## src/rtl/freq_meas_ctrl.sv

```systemverilog
// Frequency meter measurement sequencer.
// Opens a gate of GATE_TICKS timebase ticks, counts synchronized rising edges
// of sig_in in BCD during the gate, latches the count for the display when the
// gate closes, then clears and waits for the next tick to start again.
// Everything runs on sysclk; sig_in is the only asynchronous input.

module freq_meas_ctrl #(
  parameter int DIGITS      = 6,
  parameter int GATE_TICKS  = 1,
  parameter int SYNC_STAGES = 2
) (
  input  logic                  sysclk,
  input  logic                  rst_n,
  input  logic                  start,
  input  logic                  tick,
  input  logic                  sig_in,
  output logic                  gate_open,
  output logic [4*DIGITS-1:0]   result,
  output logic                  overflow,
  output logic                  result_valid
);

  localparam logic [1:0] S_IDLE  = 2'd0;
  localparam logic [1:0] S_GATE  = 2'd1;
  localparam logic [1:0] S_LATCH = 2'd2;
  localparam logic [1:0] S_CLEAR = 2'd3;

  localparam int            TW        = (GATE_TICKS > 1) ? $clog2(GATE_TICKS) : 1;
  localparam logic [TW-1:0] LAST_TICK = TW'(GATE_TICKS - 1);

  logic [1:0]             state;
  logic [1:0]             state_next;

  logic [SYNC_STAGES-1:0] sync_q;
  logic                   prev_q;
  logic                   sig_edge;

  logic [4*DIGITS-1:0]    count_q;
  logic [4*DIGITS-1:0]    count_inc;
  logic [4*DIGITS-1:0]    count_next;
  logic                   all_nines;
  logic                   bcd_carry;
  logic                   ovf_q;
  logic                   ovf_next;
  logic [TW-1:0]          tick_cnt;

  logic                   closing;

  // Synchronize sig_in and keep one extra flop to detect the rising edge.
  // NOTE: every sequential block uses non-blocking assignments so all flops
  // sample their inputs from the same pre-edge values.
  always_ff @(posedge sysclk) begin
    if (!rst_n) begin
      sync_q <= '0;
      prev_q <= 1'b0;
    end else begin
      sync_q <= {sync_q[SYNC_STAGES-2:0], sig_in};
      prev_q <= sync_q[SYNC_STAGES-1];
    end
  end

  assign sig_edge = sync_q[SYNC_STAGES-1] & ~prev_q;

  // BCD increment: ripple a carry from digit0 upwards in a single cycle.
  // NOTE: combinational blocks assign a default to every output first so no
  // path can leave a value unassigned and infer a latch.
  always_comb begin
    count_inc = count_q;
    bcd_carry = 1'b1;
    all_nines = 1'b1;
    for (int i = 0; i < DIGITS; i++) begin
      if (count_q[4*i +: 4] != 4'd9) begin
        all_nines = 1'b0;
      end
      if (bcd_carry) begin
        if (count_q[4*i +: 4] >= 4'd9) begin
          count_inc[4*i +: 4] = 4'd0;
        end else begin
          count_inc[4*i +: 4] = count_q[4*i +: 4] + 4'd1;
          bcd_carry           = 1'b0;
        end
      end
    end
  end

  // Value of count/flag after this cycle's edge (saturates at all nines).
  always_comb begin
    count_next = count_q;
    ovf_next   = ovf_q;
    if (sig_edge) begin
      if (all_nines) begin
        ovf_next = 1'b1;
      end else begin
        count_next = count_inc;
      end
    end
  end

  // Closing tick ends the gate; a dropped start wins over it (abort).
  assign closing = (state == S_GATE) && start && tick && (tick_cnt == LAST_TICK);

  // Next-state logic for the IDLE -> GATE -> LATCH -> CLEAR loop.
  always_comb begin
    state_next = state;
    case (state)
      S_IDLE: begin
        if (start && tick) begin
          state_next = S_GATE;
        end
      end
      S_GATE: begin
        if (!start) begin
          state_next = S_IDLE;
        end else if (closing) begin
          state_next = S_LATCH;
        end
      end
      S_LATCH: state_next = S_CLEAR;
      S_CLEAR: state_next = S_IDLE;
      default: state_next = S_IDLE;
    endcase
  end

  // State register.
  always_ff @(posedge sysclk) begin
    if (!rst_n) begin
      state <= S_IDLE;
    end else begin
      state <= state_next;
    end
  end

  // Edge counter, sticky saturation flag and gate tick counter.
  always_ff @(posedge sysclk) begin
    if (!rst_n) begin
      count_q  <= '0;
      ovf_q    <= 1'b0;
      tick_cnt <= '0;
    end else begin
      case (state)
        S_GATE: begin
          if (!start) begin
            count_q  <= '0;
            ovf_q    <= 1'b0;
            tick_cnt <= '0;
          end else begin
            count_q  <= count_next;
            ovf_q    <= ovf_next;
            if (tick) begin
              tick_cnt <= tick_cnt + 1'b1;
            end
          end
        end
        S_LATCH: begin
          // Edges are ignored while the result is being handed over.
          count_q  <= count_q;
          ovf_q    <= ovf_q;
          tick_cnt <= tick_cnt;
        end
        default: begin
          count_q  <= '0;
          ovf_q    <= 1'b0;
          tick_cnt <= '0;
        end
      endcase
    end
  end

  // Capture on the transition into LATCH, including an edge on the closing
  // cycle, so result_valid is high exactly while state == LATCH.
  always_ff @(posedge sysclk) begin
    if (!rst_n) begin
      result       <= '0;
      overflow     <= 1'b0;
      result_valid <= 1'b0;
    end else begin
      result_valid <= closing;
      if (closing) begin
        result   <= count_next;
        overflow <= ovf_next;
      end
    end
  end

  assign gate_open = (state == S_GATE);

endmodule

```

## config.mk

```make
export PLATFORM = sky130hd
export DESIGN_NAME = freq_meas_ctrl
export DESIGN_NICKNAME = d
export VERILOG_FILES = /design/src/rtl/freq_meas_ctrl.sv
export SDC_FILE = /design/constraint.sdc
export NUM_CORES = 1
export LEC_CHECK = 0
export CAP_MARGIN = 20
export CORE_ASPECT_RATIO = 0.6
export CORE_MARGIN = 1
export CORE_UTILIZATION = 29
export CTS_CLUSTER_DIAMETER = 50
export DETAILED_ROUTE_END_ITERATION = 10
export PLACE_DENSITY_LB_ADDON = 0.12
export SLEW_MARGIN = 20
export SYNTH_ARGS = -nofsm -noshare
export SYNTH_HDL_FRONTEND = slang
export SYNTH_SLANG_ARGS = --single-unit
export TNS_END_PERCENT = 10
```

## constraint.sdc

```tcl
create_clock -name sysclk -period 5.38 [get_ports sysclk]
set_clock_uncertainty 0.2 [all_clocks]
set_input_delay 1.076 -clock sysclk [delete_from_list [all_inputs] [get_ports sysclk]]
set_output_delay 1.076 -clock sysclk [all_outputs]
set_load 0.1 [all_outputs]
```

# Yosys cells after proc, flatten, opt, wreduce, memory -nomap -nowiden
# Index checks and enable logic that the tools add are counted.
# Widths: inputs -> output; s select.
op_classes:
  n_addsub: 7
  mux: 41
  eq_ne: 12
  reduce_logical: 7
  n_bitwise: 4
  magnitude_cmp: 6
op_table:
  columns: ["operator", "n"]
  rows:
  - ["$mux 24", 3]
  - ["$pmux 24 s2", 1]
  - ["$mux 4", 11]
  - ["$add 4x1->4 const B", 6]
  - ["$ge 4x4->1 const B", 6]
  - ["$ne 4x4->1 const B", 6]
  - ["$mux 1", 20]
  - ["$pmux 2 s4", 1]
  - ["$mux 2", 3]
  - ["$eq 2x2->1 const B", 2]
  - ["$logic_and 1x1->1", 4]
  - ["$pmux 1 s2", 2]
  - ["$reduce_and 2->1", 2]
  - ["$ne 3x2->1 const B", 1]
  - ["$ne 3x3->1 const B", 1]
  - ["$not 1->1", 3]
  - ["$eq 2x1->1 const B", 1]
  - ["$logic_not 2->1", 1]
  - ["$ne 2x2->1 const B", 1]
  - ["$add 1x1->1 const B", 1]
  - ["$and 1x1->1", 1]
totals:
  inputBits: 5
  out_inout_bits: 27
  regBits: 57

# Longest topological paths before layout
# Gate-level depths: netlist of run 1.
depth:
  ltp_word: 11
  mapped_depth: 10

# Worst setup path before layout of run 1
# Ideal clock, no wire load.
synth_timing:
  path_kind: "register to register"
  from: "reg state[0]"
  to: "reg result[18]"
  path_slack_ns: 2.141
  n_path_buf: 2
  path_stages_with_launch: 8
  arrival_time_ns: 2.917
  cell_sequence: "dfxtp_1 > nor2b_1 > and2_1 > clkbuf_1 > nand2_1 > clkbuf_1 > a31oi_1 > a21oi_1"
synth_via:
  elab_chain_cells: 4
synth_lines:
  columns: ["item", "line", "source"]
  rows:
  - ["start: declaration", "31", "logic [1:0] state;"]
  - ["start signal: assignment", "129", "state <= state_next;"]
  - ["$eq 2x1->1", null, null]
  - ["net gate_open", "17", "output logic gate_open,"]
  - ["$logic_and 1x1->1 (3 in series)", "100", "assign closing = (state == S_GATE) && start && tick && (tick_cnt == LAST_TICK);"]
  - ["end signal: assignment", "179", "result <= count_next;"]
  - ["end: declaration", "18", "output logic [4*DIGITS-1:0] result,"]
# The timed path passes the listed nets, and every way through them passes these cells.
# A chain may end at the register's enable or synchronous reset.

# Final worst setup path of run 1
layout_timing:
  from: "reg state[0]"
  to: "out gate_open"
layout_via:
  elab_chain_cells: 1
layout_lines:
  columns: ["item", "line", "source"]
  rows:
  - ["$eq 2x1->1", "185", "assign gate_open = (state == S_GATE);"]
  - ["end: declaration", "17", null]
# Every way passes these cells.

==> run_results.csv, run 1 <==
group,metric,value,unit
pwr,power.density,322.7,nW/µm²
drt,viasPerCell,5.145,
pwr,p_clk_share,56.7,%
pwr,combPwrFrac,6.5,%
critical_path,critPathMaxStageDelay,1190,ps
clock_tree,clockRootBuffer,"clkbuf_16",
place,place.gp.congestion,0.8253,
critical_path,path_delay_family,"buffers and inverters",
synth,yosysWarnings,0,
critical_path,cp_max_fo,5,
cells_and_area,drive_gt1_share,6.806,%
pwr,p_switching,0.0002625,W
place,post-place-ws,1996,ps
critical_path,cp.arrival,2150,ps
sta,rsz0062_at_grt,"no",
sta,setup_slack,1956,ps
synth,yosys.area_share.simple,21.13,%
drt,post_drt_wl_per_cell,16.72,µm
synth,syn_nets,373,
clock_tree,hold_buffers,0,
synth,synth_top_cell_by_area,"dfxtp_1",
floorplanning,die_area,10300,µm²
critical_path,cp.required,4100,ps
critical_path,reg2reg_to,"result[14]$_SDFFE_PN0P_",
critical_path,crit_path_start_kind,"flop",
synth,synth.area.top_cells,"dfxtp_1, ha_1, o21ai_0, a21oi_1, nand2_1",
drt,ant_nets,0,
outcome,outcome,"finished, final reports clean",
synth,synthCells,350,
synth,synthAdderAreaFrac,7.857,%
grt,grt_max_degree,43,
drt,drt_iter0_drc,237,
cells_and_area,stdcell_area,3628,µm²
clock_tree,cts_resized,0,
sta,hold_slack,234.2,ps
critical_path,path_cells,"nor2b_1 -> clkdlybuf4s50_1",
synth,synth_compound_area_share,25.71,%
sta,finalCriticalPeriod,3424,ps
synth,syn_area_per_cell,8.190,µm²
cells_and_area,area_growth,26.58,%
clock_tree,clk_latency,330,ps
synth,synth_edf_count,0,
synth,synth_flop_cell,"dfxtp_1",
sta,max_freq,292.0,MHz
pwr,leakagePower,1.304,nW
synth,synth_mux_area_share,0.6984,%
grt,grt_use_total,18.44,%
clock_tree,clock-sinks,57,
synth,synth-async-reset-ratio,0,%
sta,min_period_over_period,63.65,%
grt,antenna_found_initial,0,
min_path,hp-start,"sync_q[0]$_SDFF_PN0_",
floorplanning,core-area,9392,µm²
floorplanning,row_count,27,
synth,synth_seq_cells,57,
clock_tree,clk_pin_slew_worst_paths,50,ps
sta,worstMarginPinSlew,1009,ps
pwr,seqPwrFrac,36.9,%
clock_tree,cts_tree,"built",
cells_and_area,fillCellCount,1005,
floorplanning,start_util,30.52,%
job,cap_viol_max_count,0,
synth,synth_top_family_by_area,"compound AO/OA/AOI/OAI gates",
drt,vias,2634,
critical_path,worst-path-buf-inv,1,
sta,finalHoldViolCount,0,
clock_tree,cts_htree_levels,3,
sta,setup_viol,0,
drt,dr.pass1.iters,5,
critical_path,crit_type,"reg -> out",
grt,gr-total-overflow,0,
min_path,hold_class,"reg -> reg",
place,port_buffers,31,
drt,drc_errors,0,
cells_and_area,antennaDiodeCount,0,
synth,syn_area,2866,µm²
synth,ys_seq_area_share,39.81,%
pwr,ir_worst_vdd,140.8,µV
clock_tree,clockBufferDepth,2,
place,placed_area,3284,µm²
critical_path,crit_path_start,"state[0]$_SDFFE_PN0P_",
synth,synth-xor-area-share,0,%
floorplanning,io-pin-count,32,
pwr,p_int,0.0009085,W
critical_path,slowest_stage,"clkdlybuf4s50_1",
sta,slew_violations,0,
cells_and_area,mostFrequentLayoutCells,"dfxtp_1, o21ai_0, nand2_1",
critical_path,r2r_slack,2290,ps
pwr,p_sw_share,22.42,%
clock_tree,cts_setup_buffers,0,
synth,synth.distinct_cells,47,
cells_and_area,final_common_cell,"dfxtp_1",
clock_tree,numCtsBuffers,9,
drt,routed_wl,8.561,mm
min_path,whs_path_depth,1,
synth,netlist.area_leader.share,39.81,%
cells_and_area,fin_util,38.64,%
grt,grt_pass1_vias,2458,
critical_path,r2r_start,"sync_q[1]$_SDFF_PN0_",
sta,fin_tns_setup,0,ps
cells_and_area,finalNetCount,400,
floorplanning,die_w,130.4,µm
critical_path,ff2ff_path_depth,6,
sta,max-slew-margin-rel,32.50,%
min_path,hold_path_end,"sync_q[1]$_SDFF_PN0_",
critical_path,cp-end-kind,"output port",
grt,grt_pass1_wl,13.86,mm
place,post-dp-hpwl,6.018,mm
floorplanning,dieHeight,79.01,µm
## synthesized netlist by cell type (2+ instances only)
| library cell | count |
|---|---|
| a21boi_0 | 6 |
| nor2b_1 | 4 |
| mux2i_1 | 2 |
| and2_1 | 10 |
| a32o_1 | 4 |
| nand3b_1 | 5 |
| o2bb2ai_1 | 3 |
| nand2b_1 | 2 |
| inv_1 | 16 |
| or3b_2 | 4 |
| a31oi_1 | 12 |
| clkbuf_1 | 15 |
| o21ai_0 | 40 |
| buf_2 | 2 |
| and3_1 | 4 |
| o31ai_1 | 4 |
| a41oi_1 | 2 |
| nand4_1 | 5 |
| or3_1 | 2 |
| nor2_1 | 21 |
| nand2_1 | 37 |
| nor3_1 | 6 |
| a21oi_1 | 29 |
| ha_1 | 18 |
| o22ai_1 | 4 |
| dfxtp_1 | 57 |
| a221oi_1 | 3 |
| o21ai_1 | 3 |
| nand3_1 | 12 |
## layout make-up
type	count	area [µm²]	share of cell area, %
tap	130	162.7	4.483
inverter	16	60.06	1.655
multi-input combinational	259	1588	43.76
sequential	57	1141	31.45
clock inverter	6	105.1	2.897
timing repair buffer	34	332.8	9.172
clock buffer	10	239.0	6.586
## power by group through the flow
stage / sequential [W] / combinational [W] / clock [W]
floorplan: 0.000472 / 0.0000234 / 0
global placement: 0.000440 / 0.0000757 / 0
detailed placement: 0.000440 / 0.0000758 / 0
CTS: 0.000432 / 0.0000761 / 0.000678
global route: 0.000432 / 0.0000804 / 0.000694
finish: 0.000432 / 0.0000760 / 0.000663
## layer usage
layer,up-vias,share of wire [%],GRT usage [%]
li1,1323,-,-
met1,1227,56,28.54
met2,74,36,23.09
met3,10,6.5,5.997
met4,0,1.3,5.517
met5,-,0,0
## stage by stage
step	total power (W)	instances
6_report	0.001171	512
5_1_grt	0.001206	512
4_1_cts	0.001186	512
3_5_place_dp	0.0005162	496
3_3_place_gp	0.0005160	496
2_1_floorplan	0.0004951	350
## state kept, by name (all words and copies together), names as in the netlist, named ones only
signal,cells
overflow,1
sync_q,2
result_valid,1
ovf_q,1
state,1
result,24
prev_q,1
tick_cnt,1
count_q,24
## cell families (layout without fill, tap and decap cells)
family	count (synthesis)	count (layout)
compound gates	120	120
simple gates	119	119
flops	57	57
buf+inv	34	66
fa+ha+maj	18	18
mux	2	2
## how the worst max path moves through the flow
stage	to	slack [ps]	cells after the start
2_1_floorplan	result[18]$_SDFFE_PN0P_	2140	7
3_3_place_gp	result[23]$_SDFFE_PN0P_	2010	6
3_5_place_dp	result[15]$_SDFFE_PN0P_	2000	6
4_1_cts	gate_open	1960	2
5_1_grt	gate_open	1850	2
6_report	gate_open	1960	2
Power figures use the tool's default switching activity.
==> run 2: changes to the inputs <==
==> constraint.sdc (replaced) <==
create_clock -name sysclk -period 3.45 [get_ports sysclk]
set_clock_uncertainty 0.2 [all_clocks]
set_input_delay 0.69 -clock sysclk [delete_from_list [all_inputs] [get_ports sysclk]]
set_output_delay 0.69 -clock sysclk [all_outputs]
set_load 0.1 [all_outputs]
==> run 2 against run 1 <==
Effect of this change: total power is 43% higher; register-to-register slack got worse by 1600 ps; clock power up 34%; combinational power increased by 57%; sequential power increased by 56%; critical path depth rose by 6; highest routed layer unchanged.
==> run_results.csv, run 2 (synthesis gave the netlist of run 1 again) <==
group,metric,value,unit
critical_path,ff2ff_path_depth,8,
pwr,combPwrFrac,7.1,%
min_path,hp-start,"sync_q[0]$_SDFF_PN0_",
grt,antenna_found_initial,0,
clock_tree,clockRootBuffer,"clkbuf_16",
pwr,p_clk_share,52.8,%
pwr,power.density,472.0,nW/µm²
place,placed_area,3262,µm²
grt,gr-total-overflow,0,
critical_path,cp.arrival,2780,ps
pwr,ir_worst_vdd,231.5,µV
clock_tree,clockBufferDepth,2,
sta,finalHoldViolCount,0,
pwr,leakagePower,1.365,nW
sta,slew_violations,0,
grt,grt_use_total,18.24,%
sta,worstMarginPinSlew,751.0,ps
cells_and_area,finalNetCount,406,
grt,grt_pass1_wl,13.86,mm
drt,drc_errors,0,
pwr,seqPwrFrac,40.1,%
grt,grt_pass1_vias,2470,
cells_and_area,reg_top3,"count_q: 24 flops, result: 24 flops, sync_q: 2 flops",
critical_path,cp-end-kind,"flop",
pwr,p_sw_share,23.39,%
grt,grt_max_degree,20,
outcome,outcome,"finished, final reports clean",
floorplanning,die_w,130.4,µm
cells_and_area,area_growth,24.14,%
cells_and_area,final_common_cell,"dfxtp_1",
critical_path,cp.required,3520,ps
drt,dr.pass1.iters,4,
sta,fin_tns_setup,0,ps
clock_tree,numCtsBuffers,9,
sta,max_freq,368.5,MHz
clock_tree,cts_resized,0,
sta,min_period_over_period,78.66,%
drt,routed_wl,8.544,mm
place,port_buffers,31,
cells_and_area,antennaDiodeCount,0,
cells_and_area,mostFrequentLayoutCells,"dfxtp_1, o21ai_0, nand2_1",
drt,viasPerCell,5.128,
sta,setup_viol,0,
min_path,whs_path_depth,1,
clock_tree,cts_setup_buffers,0,
floorplanning,row_count,27,
drt,post_drt_wl_per_cell,16.53,µm
floorplanning,core-area,9392,µm²
critical_path,cp_max_fo,6,
critical_path,reg2reg_to,"result[14]$_SDFFE_PN0P_",
critical_path,crit_type,"reg -> reg",
drt,vias,2651,
clock_tree,clock-sinks,57,
clock_tree,cts_htree_levels,3,
drt,drt_iter0_drc,241,
critical_path,crit_path_start,"count_q[0]$_SDFFE_PN0N_",
place,post-dp-hpwl,6.131,mm
min_path,hold_class,"reg -> reg",
cells_and_area,fin_util,37.89,%
cells_and_area,drive_gt1_share,14.73,%
place,place.gp.congestion,0.8152,
sta,rsz0062_at_grt,"no",
sta,max-slew-margin-rel,49.81,%
clock_tree,clk_pin_slew_worst_paths,50,ps
clock_tree,hold_buffers,0,
clock_tree,clk_latency,330,ps
floorplanning,start_util,30.52,%
clock_tree,cts_tree,"built",
floorplanning,dieHeight,79.01,µm
critical_path,r2r_start,"count_q[0]$_SDFFE_PN0N_",
sta,finalCriticalPeriod,2714,ps
pwr,p_switching,0.0003928,W
min_path,hold_path_end,"sync_q[1]$_SDFF_PN0_",
floorplanning,io-pin-count,32,
pwr,p_total,0.001680,W
drt,ant_nets,0,
cells_and_area,stdcell_area,3558,µm²
critical_path,r2r_slack,740,ps
floorplanning,die_area,10300,µm²
critical_path,crit_path_start_kind,"flop",
pwr,p_int,0.001287,W
job,cap_viol_max_count,0,
## run 2: per-stage QoR
stage                     hold WS, ps  setup slack, ps  instances
after global routing            261.0            517.8        517
after floorplan                 211.9            211.3        350
after detailed placement        227.9            477.9        502
final                           236.0            736.3        517
after global placement          231.3            610.7        502
after CTS                       242.4            761.5        517
## run 2: critical path, cell delays in order (launching register included)
cell,delay (ps)
dfxtp_1,430
inv_1,120
ha_1,230
or3b_2,210
and3_1,310
o211ai_2,150
a211oi_1,540
a31oi_1,280
a21oi_1,180
## run 2: metal layers
metal  wire length, µm  track usage, %  share of wire, %
met2              3120           23.30                37
met4               107           5.862               1.3
met1              4790           28.01                56
met3               526           5.391               6.2
met5                 0               0                 0
## run 2: worst max path at each step
stage	endpoint	slack (ps)	cells after the start
5_1_grt	result[14]$_SDFFE_PN0P_	520	8
3_3_place_gp	result[5]$_SDFFE_PN0P_	610	5
6_report	result[14]$_SDFFE_PN0P_	740	8
2_1_floorplan	result[18]$_SDFFE_PN0P_	210	7
3_5_place_dp	result[5]$_SDFFE_PN0P_	480	5
4_1_cts	result[14]$_SDFFE_PN0P_	760	8
## run 2: power groups by stage
| stage | Sequential (W) | Combinational (W) | Clock [W] |
|---|---|---|---|
| 2_1_floorplan | 0.000736 | 0.0000364 | 0 |
| 4_1_cts | 0.000673 | 0.000119 | 0.000907 |
| 6_report | 0.000674 | 0.000119 | 0.000887 |
| 5_1_grt | 0.000674 | 0.000126 | 0.000936 |
| 3_5_place_dp | 0.000687 | 0.000118 | 0 |
| 3_3_place_gp | 0.000687 | 0.000118 | 0 |
## run 2: cell type report
type / count / area (µm²)
fillers: 1010 / 5833
flip-flops and latches: 57 / 1141
well taps: 130 / 162.7
clock inverters: 3 / 40.04
inverters: 16 / 60.06
clock buffers: 12 / 256.5
multi-input cells: 259 / 1588
repair buffers: 40 / 310.3
